[src/rtl/sram_rr_arbiter.sv]
// Round-robin arbiter sharing one single-port, 1-cycle-latency SRAM among NumPorts requesters.
// Grants are issued combinationally in the request cycle. Responses (rvalid) follow one cycle
// later. Read data is passed straight through from the SRAM.
// Optional feature: define SRAM_RR_ARBITER_LOCK_EN to add lock_i. A port that is granted while
// locked keeps priority for up to MaxLockCycles consecutive grants.
module sram_rr_arbiter #(
    parameter int unsigned NumPorts      = 2,
    parameter int unsigned DataWidth     = 64,
    parameter int unsigned AddrWidth     = 25,
    parameter int unsigned MaxLockCycles = 16
) (
    input  logic                              clk_i,
    input  logic                              rst_i,
    input  logic [NumPorts-1:0]               req_i,
    input  logic [NumPorts-1:0]               we_i,
    input  logic [NumPorts*AddrWidth-1:0]     addr_i,
    input  logic [NumPorts*(DataWidth/8)-1:0] be_i,
    input  logic [NumPorts*DataWidth-1:0]     wdata_i,
`ifdef SRAM_RR_ARBITER_LOCK_EN
    input  logic [NumPorts-1:0]               lock_i,
`endif
    output logic [NumPorts-1:0]               gnt_o,
    output logic [NumPorts-1:0]               rvalid_o,
    output logic [DataWidth-1:0]              rdata_o,
    output logic                              mem_req_o,
    output logic                              mem_we_o,
    output logic [AddrWidth-1:0]              mem_addr_o,
    output logic [DataWidth/8-1:0]            mem_be_o,
    output logic [DataWidth-1:0]              mem_wdata_o,
    input  logic [DataWidth-1:0]              mem_rdata_i
);

    localparam int unsigned BeWidth = DataWidth / 8;
    localparam int unsigned PtrW    = (NumPorts > 1) ? $clog2(NumPorts) : 1;

    // Reject parameter sets the datapath cannot represent
    if (NumPorts < 2 || (DataWidth % 8) != 0 || MaxLockCycles < 1) begin : g_bad_params
        $error("sram_rr_arbiter: illegal parameter combination");
    end

    logic [PtrW-1:0]     prio_q, prio_d;
    logic [NumPorts-1:0] rvalid_q;
    logic                gnt_any;
    logic [PtrW-1:0]     gnt_idx;
    logic [PtrW-1:0]     gnt_next;

`ifdef SRAM_RR_ARBITER_LOCK_EN
    localparam int unsigned LockCntW = $clog2(MaxLockCycles + 1);
    logic [LockCntW-1:0] lock_cnt_q, lock_cnt_d;
`endif

    // Priority scan: first requester at or above prio_q, wrapping modulo NumPorts
    always_comb begin : p_scan
        logic [PtrW:0] idx;
        gnt_any = 1'b0;
        gnt_idx = '0;
        idx     = '0;
        for (int unsigned i = 0; i < NumPorts; i++) begin
            idx = {1'b0, prio_q} + (PtrW+1)'(i);
            if (idx >= (PtrW+1)'(NumPorts)) begin
                idx = idx - (PtrW+1)'(NumPorts);
            end
            // Reset suppresses all grants so no access starts while rst_i is high
            if (!gnt_any && req_i[idx[PtrW-1:0]] && !rst_i) begin
                gnt_any = 1'b1;
                gnt_idx = idx[PtrW-1:0];
            end
        end
    end

    // One-hot grant and the port after the granted one
    always_comb begin : p_gnt
        logic [PtrW:0] nxt;
        gnt_o = '0;
        if (gnt_any) begin
            gnt_o[gnt_idx] = 1'b1;
        end
        nxt = {1'b0, gnt_idx} + (PtrW+1)'(1);
        if (nxt >= (PtrW+1)'(NumPorts)) begin
            nxt = '0;
        end
        gnt_next = nxt[PtrW-1:0];
    end

    // SRAM request mux; unused fields are driven 0 when idle
    always_comb begin
        mem_req_o   = gnt_any;
        mem_we_o    = 1'b0;
        mem_addr_o  = '0;
        mem_be_o    = '0;
        mem_wdata_o = '0;
        if (gnt_any) begin
            mem_we_o    = we_i[gnt_idx];
            mem_addr_o  = addr_i[int'(gnt_idx) * AddrWidth +: AddrWidth];
            mem_be_o    = be_i[int'(gnt_idx) * BeWidth +: BeWidth];
            mem_wdata_o = wdata_i[int'(gnt_idx) * DataWidth +: DataWidth];
        end
    end

    // Next priority pointer (and lock run counter when enabled)
    always_comb begin
        prio_d = prio_q;
`ifdef SRAM_RR_ARBITER_LOCK_EN
        lock_cnt_d = '0;
        if (gnt_any) begin : b_lock
            logic [LockCntW-1:0] base;
            // A running lock count belongs to the port parked at prio_q
            base = (gnt_idx == prio_q) ? lock_cnt_q : '0;
            if (lock_i[gnt_idx] && base < LockCntW'(MaxLockCycles - 1)) begin
                prio_d     = gnt_idx;
                lock_cnt_d = base + LockCntW'(1);
            end else begin
                prio_d = gnt_next;
            end
        end
`else
        if (gnt_any) begin
            prio_d = gnt_next;
        end
`endif
    end

    // State registers; reset also drops any in-flight response
    always_ff @(posedge clk_i or posedge rst_i) begin
        if (rst_i) begin
            prio_q   <= '0;
            rvalid_q <= '0;
        end else begin
            prio_q   <= prio_d;
            rvalid_q <= gnt_o;
        end
    end

`ifdef SRAM_RR_ARBITER_LOCK_EN
    // Lock run counter
    always_ff @(posedge clk_i or posedge rst_i) begin
        if (rst_i) begin
            lock_cnt_q <= '0;
        end else begin
            lock_cnt_q <= lock_cnt_d;
        end
    end
`endif

    assign rvalid_o = rvalid_q;
    assign rdata_o  = mem_rdata_i;

endmodule

[config.mk]
export PLATFORM = sky130hd
export DESIGN_NAME = sram_rr_arbiter
export DESIGN_NICKNAME = d
export VERILOG_FILES = /design/src/rtl/sram_rr_arbiter.sv
export SDC_FILE = /design/constraint.sdc
export NUM_CORES = 1
export LEC_CHECK = 0
export BUFFER_PORTS_ARGS = -buffer_cell sky130_fd_sc_hd__clkbuf_2
export CORE_AREA = 4 4 165 167
export CTS_CLUSTER_DIAMETER = 200
export CTS_CLUSTER_SIZE = 20
export DETAILED_ROUTE_END_ITERATION = 10
export DIE_AREA = 0 0 169 171
export MAX_ROUTING_LAYER = met4
export PLACE_DENSITY_LB_ADDON = 0.3
export SETUP_SLACK_MARGIN = 0.3
export SLEW_MARGIN = 25
export SYNTH_ARGS = -nofsm -noshare
export SYNTH_HDL_FRONTEND = slang
export SYNTH_SLANG_ARGS = --single-unit
[constraint.sdc]
create_clock -name clk_i -period 1.5 [get_ports clk_i]
set_input_delay 0.225 -clock clk_i [delete_from_list [all_inputs] [get_ports clk_i]]
set_output_delay 0.225 -clock clk_i [all_outputs]
set_load 0.01 [all_outputs]
==> impl_metrics.py, run 1 <==
metrics = {
    "global_route": {
        "grt_max_degree": 49,
        "grt_overflow_total": 0,
        "grt_pass1_wl_mm": 18.3,
        "grt_pass1_vias": 3304,
        "antenna_found_initial": 0,
        "grt_usage": 0.0802,
    },
    "logic_synthesis": {
        "synth-xor-area-share": 0,
        "syn-num-nets": 581,
        "yosys_warnings": 0,
        "synthMuxAreaShare": 0,
        "synthAdderAreaFrac": 0,
        "synth_cell_type_count": 15,
        "syn_avg_cell_area_um2": 6.51,
        "netlist_instances": 317,
        "synth_top_family_by_area": "compound AO/OA/AOI/OAI gates",
        "synth_compound_area_frac": 0.427,
        "yosysSeqAreaShare": 0.0364,
        "yosys.area_share.simple": 0.190,
        "synth_area_um2": 2060,
        "synth_seq_cells": 3,
    },
    "outcome": {
        "tool.error": "[ERROR DRT-0255] Maze Route cannot find path of net mem_rdata_i[45] in worker of routeBox ( 144900 0 ) ( 169000 48300 ).",
        "lastStage": "detailed routing",
        "run_status": "did not finish",
    },
    "die": {
        "start_util": 0.0801,
        "row_count": 59,
        "die_h_um": 171,
        "boundaryPins": 431,
        "die_w_um": 169,
    },
    "place": {
        "place.gp.congestion": 0.729,
        "post-place-cells": 889,
        "place_hpwl_mm": 11.0,
        "place_ws_ps": -32.6,
        "placed_area_um2": 3700,
        "numPortBuffers": 302,
    },
    "sta": {
        "worstEndpointType": "top-level output",
        "grt-worst-endpoint": "mem_wdata_o[54]",
    },
    "cts": {
        "cts-root-buf": "clkbuf_16",
        "cts.htree.levels": 1,
        "cts_inserted_buffers": 3,
        "clockBufferDepth": 2,
        "clock-sinks": 3,
    },
}
-- through the flow --
step                 util  hold slack, ps
global route        0.155             218
CTS                 0.149             196
floorplan               -             169
detailed placement  0.144             428
global placement    0.144             437
-- logic make-up after synthesis --
group	count (synthesis)
simple gates	103
compound gates	102
flops	3
buf+inv	109
-- layer usage --
layer and track usage:
met4 0.0301, met1 0.0940, met3 0.0238, met5 -
met2 0.130
-- cells in the mapped netlist --
cell type | n | area share
a32oi_1 | 98 | 0.42
inv_1 | 1 | 0.0018
nand2_1 | 1 | 0.0018
buf_6 | 5 | 0.027
buf_1 | 4 | 0.0073
buf_2 | 20 | 0.048
nand2b_1 | 1 | 0.0030
a31oi_1 | 1 | 0.0030
nor2_1 | 100 | 0.18
a21oi_1 | 2 | 0.0048
dfrtp_1 | 3 | 0.036
buf_4 | 65 | 0.24
a21boi_1 | 1 | 0.0036
and3_1 | 1 | 0.0030
clkbuf_1 | 14 | 0.025
-- repair_timing --
action	4_1_cts	5_1_grt
pin swaps	1	3
cloned	0	2
endpoints found under the setup margin	100	100
buffers inserted	1	2
resized for setup	9	35
hold buffers	0	0
==> run 2: changes to the inputs <==
==> config.mk (replaced) <==
export PLATFORM = sky130hd
export DESIGN_NAME = sram_rr_arbiter
export DESIGN_NICKNAME = d
export VERILOG_FILES = /design/src/rtl/sram_rr_arbiter.sv
export SDC_FILE = /design/constraint.sdc
export NUM_CORES = 1
export LEC_CHECK = 0
export BUFFER_PORTS_ARGS = -buffer_cell sky130_fd_sc_hd__clkbuf_2
export CORE_AREA = 4 4 164 166
export DETAILED_ROUTE_END_ITERATION = 10
export DIE_AREA = 0 0 168 170
export PLACE_DENSITY_LB_ADDON = 0.15
export SLEW_MARGIN = 25
export SYNTH_ARGS = -nofsm -noshare
export SYNTH_HDL_FRONTEND = slang
export SYNTH_SLANG_ARGS = --single-unit
==> run 2 against run 1 <==
  * The flow now finishes, with violations (setup timing)
  * Synthesized cell count unchanged
  * Area after synthesis unchanged
  * Global-route usage is 0.14 points lower
==> impl_metrics.py, run 2 <==
metrics = {
    "die": {
        "row_count": 59,
        "start_util": 0.0806,
        "die_h_um": 170,
        "boundaryPins": 431,
        "die_w_um": 168,
        "core_area_um2": 25600,
        "die_area_um2": 28600,
    },
    "worst_setup_path": {
        "cp-startpoint": "prio_q",
        "crit_fanout": 31,
        "worstPathCellList": "nand2b_4, buf_12, a32oi_1, nor2_1, buf_2",
        "rrSetupSlack_ps": 340,
        "startpoint_type": "flip-flop",
        "critPathMaxStageDelay_ps": 430,
        "r2r-end": "rvalid_o[1]",
        "required_ps": 1270,
        "cp.arrival_ps": 1530,
        "crit_path_end": "mem_wdata_o[53]",
        "crit_type": "reg2out",
        "r2r_start": "prio_q",
        "cp_slowest_cell": "dfrtp_2",
        "r2r_cells": 4,
        "worstSetupEndpointType": "output port",
    },
    "cts": {
        "cts_tree": "built",
        "cts-root-buf": "clkbuf_16",
        "cts.htree.levels": 1,
        "cts.clk_slew.worst_paths_ps": 30,
        "clockBufferDepth": 2,
        "cts_inserted_buffers": 3,
        "clock-sinks": 3,
        "clock_latency_ps": 220,
    },
    "logic_synthesis": {
        "synth_edf_count": 0,
        "synth_cell_type_count": 15,
        "synth_seq_cells": 3,
        "yosys_warnings": 0,
        "netlist_instances": 317,
        "syn_avg_cell_area_um2": 6.51,
        "syn-num-nets": 581,
        "synthFlopType": "dfrtp_1",
        "yosysMostFrequentCell": "nor2_1",
        "synth.top_cells.by_area": "a32oi_1 (42%), buf_4 (24%), nor2_1 (18%)",
        "yosysSeqAreaShare": 0.0364,
        "yosysTopAreaCell": "a32oi_1",
        "synth_top_area_share": 0.416,
        "synth_area_um2": 2060,
        "synth_top_cells_by_count": "nor2_1 (100), a32oi_1 (98), buf_4 (65), buf_2 (20), clkbuf_1 (14)",
        "async_reset_ff_frac": 1.00,
    },
    "cells_and_area": {
        "n_fill_cell": 3003,
        "largest_reg_flops": 2,
        "fin_nets": 814,
        "multi_input_area_um2": 1430,
        "layout_commonest_cell": "clkbuf_2",
        "final_cells": 884,
        "drive_above_1_share": 0.654,
        "areaGrowthSynthToFinish_pct": 95.5,
        "n_antenna_cell": 0,
        "design_area_um2": 4040,
        "regArea_um2": 76.3,
        "layout_common_cells": "clkbuf_2 (234), nor2_1 (99), a32oi_1 (82)",
    },
    "sta": {
        "fmax_ghz": 0.568,
        "relSlewSlack": 0.841,
        "finalClockSkew_ps": 0.909,
        "tightest_slew_ps": 238,
        "period_share": 1.17,
        "hold_viol_final": 0,
        "rsz0062_at_grt": "true",
        "slew_violations": 0,
        "period_needed_ps": 1760,
        "setup_viol": 99,
        "setup_ws_ps": -260,
        "whs_ps": 137,
    },
    "pwr": {
        "p_per_area_nw_per_um2": 516,
        "p_leak_nw": 2.04,
        "internal_power_mw": 1.20,
        "p_comb_frac": 0.751,
        "seqPwrFrac": 0.048,
        "switching_share": 0.425,
        "pwr-share-clk": 0.201,
        "power.switching_uw": 884,
        "peakVddDrop_mv": 0.540,
    },
    "detailed_routing": {
        "drc_errors": 0,
        "drt_first_pass_iters": 4,
        "top_layer": "met4",
        "dr_wl_met2_mm": 7.83,
        "vias": 3448,
        "via_per_inst": 3.90,
        "routedWlPerCell_um": 16.6,
        "antenna_left": 0,
        "wl_met1_mm": 5.12,
        "drt_iter0_drc": 126,
        "met3WireLength_mm": 1.28,
        "wirelength_mm": 14.7,
    },
    "place": {
        "place.gp.congestion": 0.719,
        "placed_area_um2": 3570,
        "place_hpwl_mm": 10.4,
        "post-place-cells": 866,
        "numPortBuffers": 302,
    },
    "global_route": {
        "grt_usage": 0.0788,
        "antenna_found_initial": 0,
        "grt_pass1_vias": 3370,
        "grt_overflow_total": 0,
        "grt_max_degree": 62,
        "grt_pass1_wl_mm": 18.6,
    },
    "run": {
        "drv_cap": 0,
    },
    "outcome": {
        "violations": "setup timing",
        "run_status": "complete, but fails checks",
    },
    "worst_hold_path": {
        "holdCritPathClass": "in2async",
    },
}
-- run 2: timing repair --
action                     CTS  global route
hold buffers                 1             0
setup buffers                2             2
resized for setup           10            87
cloned                       1             8
hold endpoints to repair     1             0
setup endpoints to repair   99            99
pin swaps                    0             9
-- run 2: how the worst min path moves through the flow --
stage / depth (start not counted) / startpoint / to / slack [ps]
2_1_floorplan: 2 / rst_i / prio_q / 170
3_3_place_gp: 2 / rst_i / rvalid_o[1] / 210
3_5_place_dp: 2 / rst_i / rvalid_o[1] / 210
4_1_cts: 3 / rst_i / prio_q / 140
5_1_grt: 3 / rst_i / rvalid_o[0] / 170
6_report: 3 / rst_i / prio_q / 140
-- run 2: cell type report --
class / instances / area share
repair buffers: 335 / 0.501
clock buffers: 4 / 0.0195
multi-input cells: 206 / 0.355
well taps: 335 / 0.104
flip-flops and latches: 3 / 0.0189
inverters: 1 / 0.000930
-- run 2: cells by family after synthesis --
| kind of cell | count (synthesis) | synth area share |
|---|---|---|
| buffers and inverters | 109 | 0.347 |
| and+or+nand+nor | 103 | 0.190 |
| AOI/OAI and AO/OA | 102 | 0.427 |
| DFF | 3 | 0.0364 |
-- run 2: power by group through the flow --
stage	clock, mW	combinational, mW	sequential, mW
4_1_cts	0.428	1.38	0.101
2_1_floorplan	0	0.831	0.0989
3_3_place_gp	0	1.35	0.100
3_5_place_dp	0	1.33	0.0992
5_1_grt	0.435	1.70	0.103
6_report	0.418	1.56	0.101
-- run 2: stage by stage --
step,util,setup TNS (ps),power (mW),setup WS (ps)
3_5_place_dp,0.139,-1810,1.42,-63.5
4_1_cts,0.146,-22400,1.91,-270
5_1_grt,0.158,-29870,2.23,-340
3_3_place_gp,0.139,-2770,1.45,-77.1
6_report,0.158,-21730,2.08,-260
2_1_floorplan,-,0,0.930,92.3
-- run 2: per-layer routing --
metal | track usage | vias up
li1 | - | 1613
met1 | 0.0842 | 1584
met2 | 0.154 | 218
met3 | 0.0186 | 33
met4 | 0.0219 | 0
met5 | 0 | -
-- run 2: worst max-delay path, delay by kind of cell, from the launching register on --
family / cells / cell delay [ps]
buffers and inverters: 2 / 340
DFF: 1 / 430
AOI/OAI and AO/OA: 1 / 230
and+or+nand+nor: 2 / 280
No activity file was read; power rests on OpenSTA's default activity.
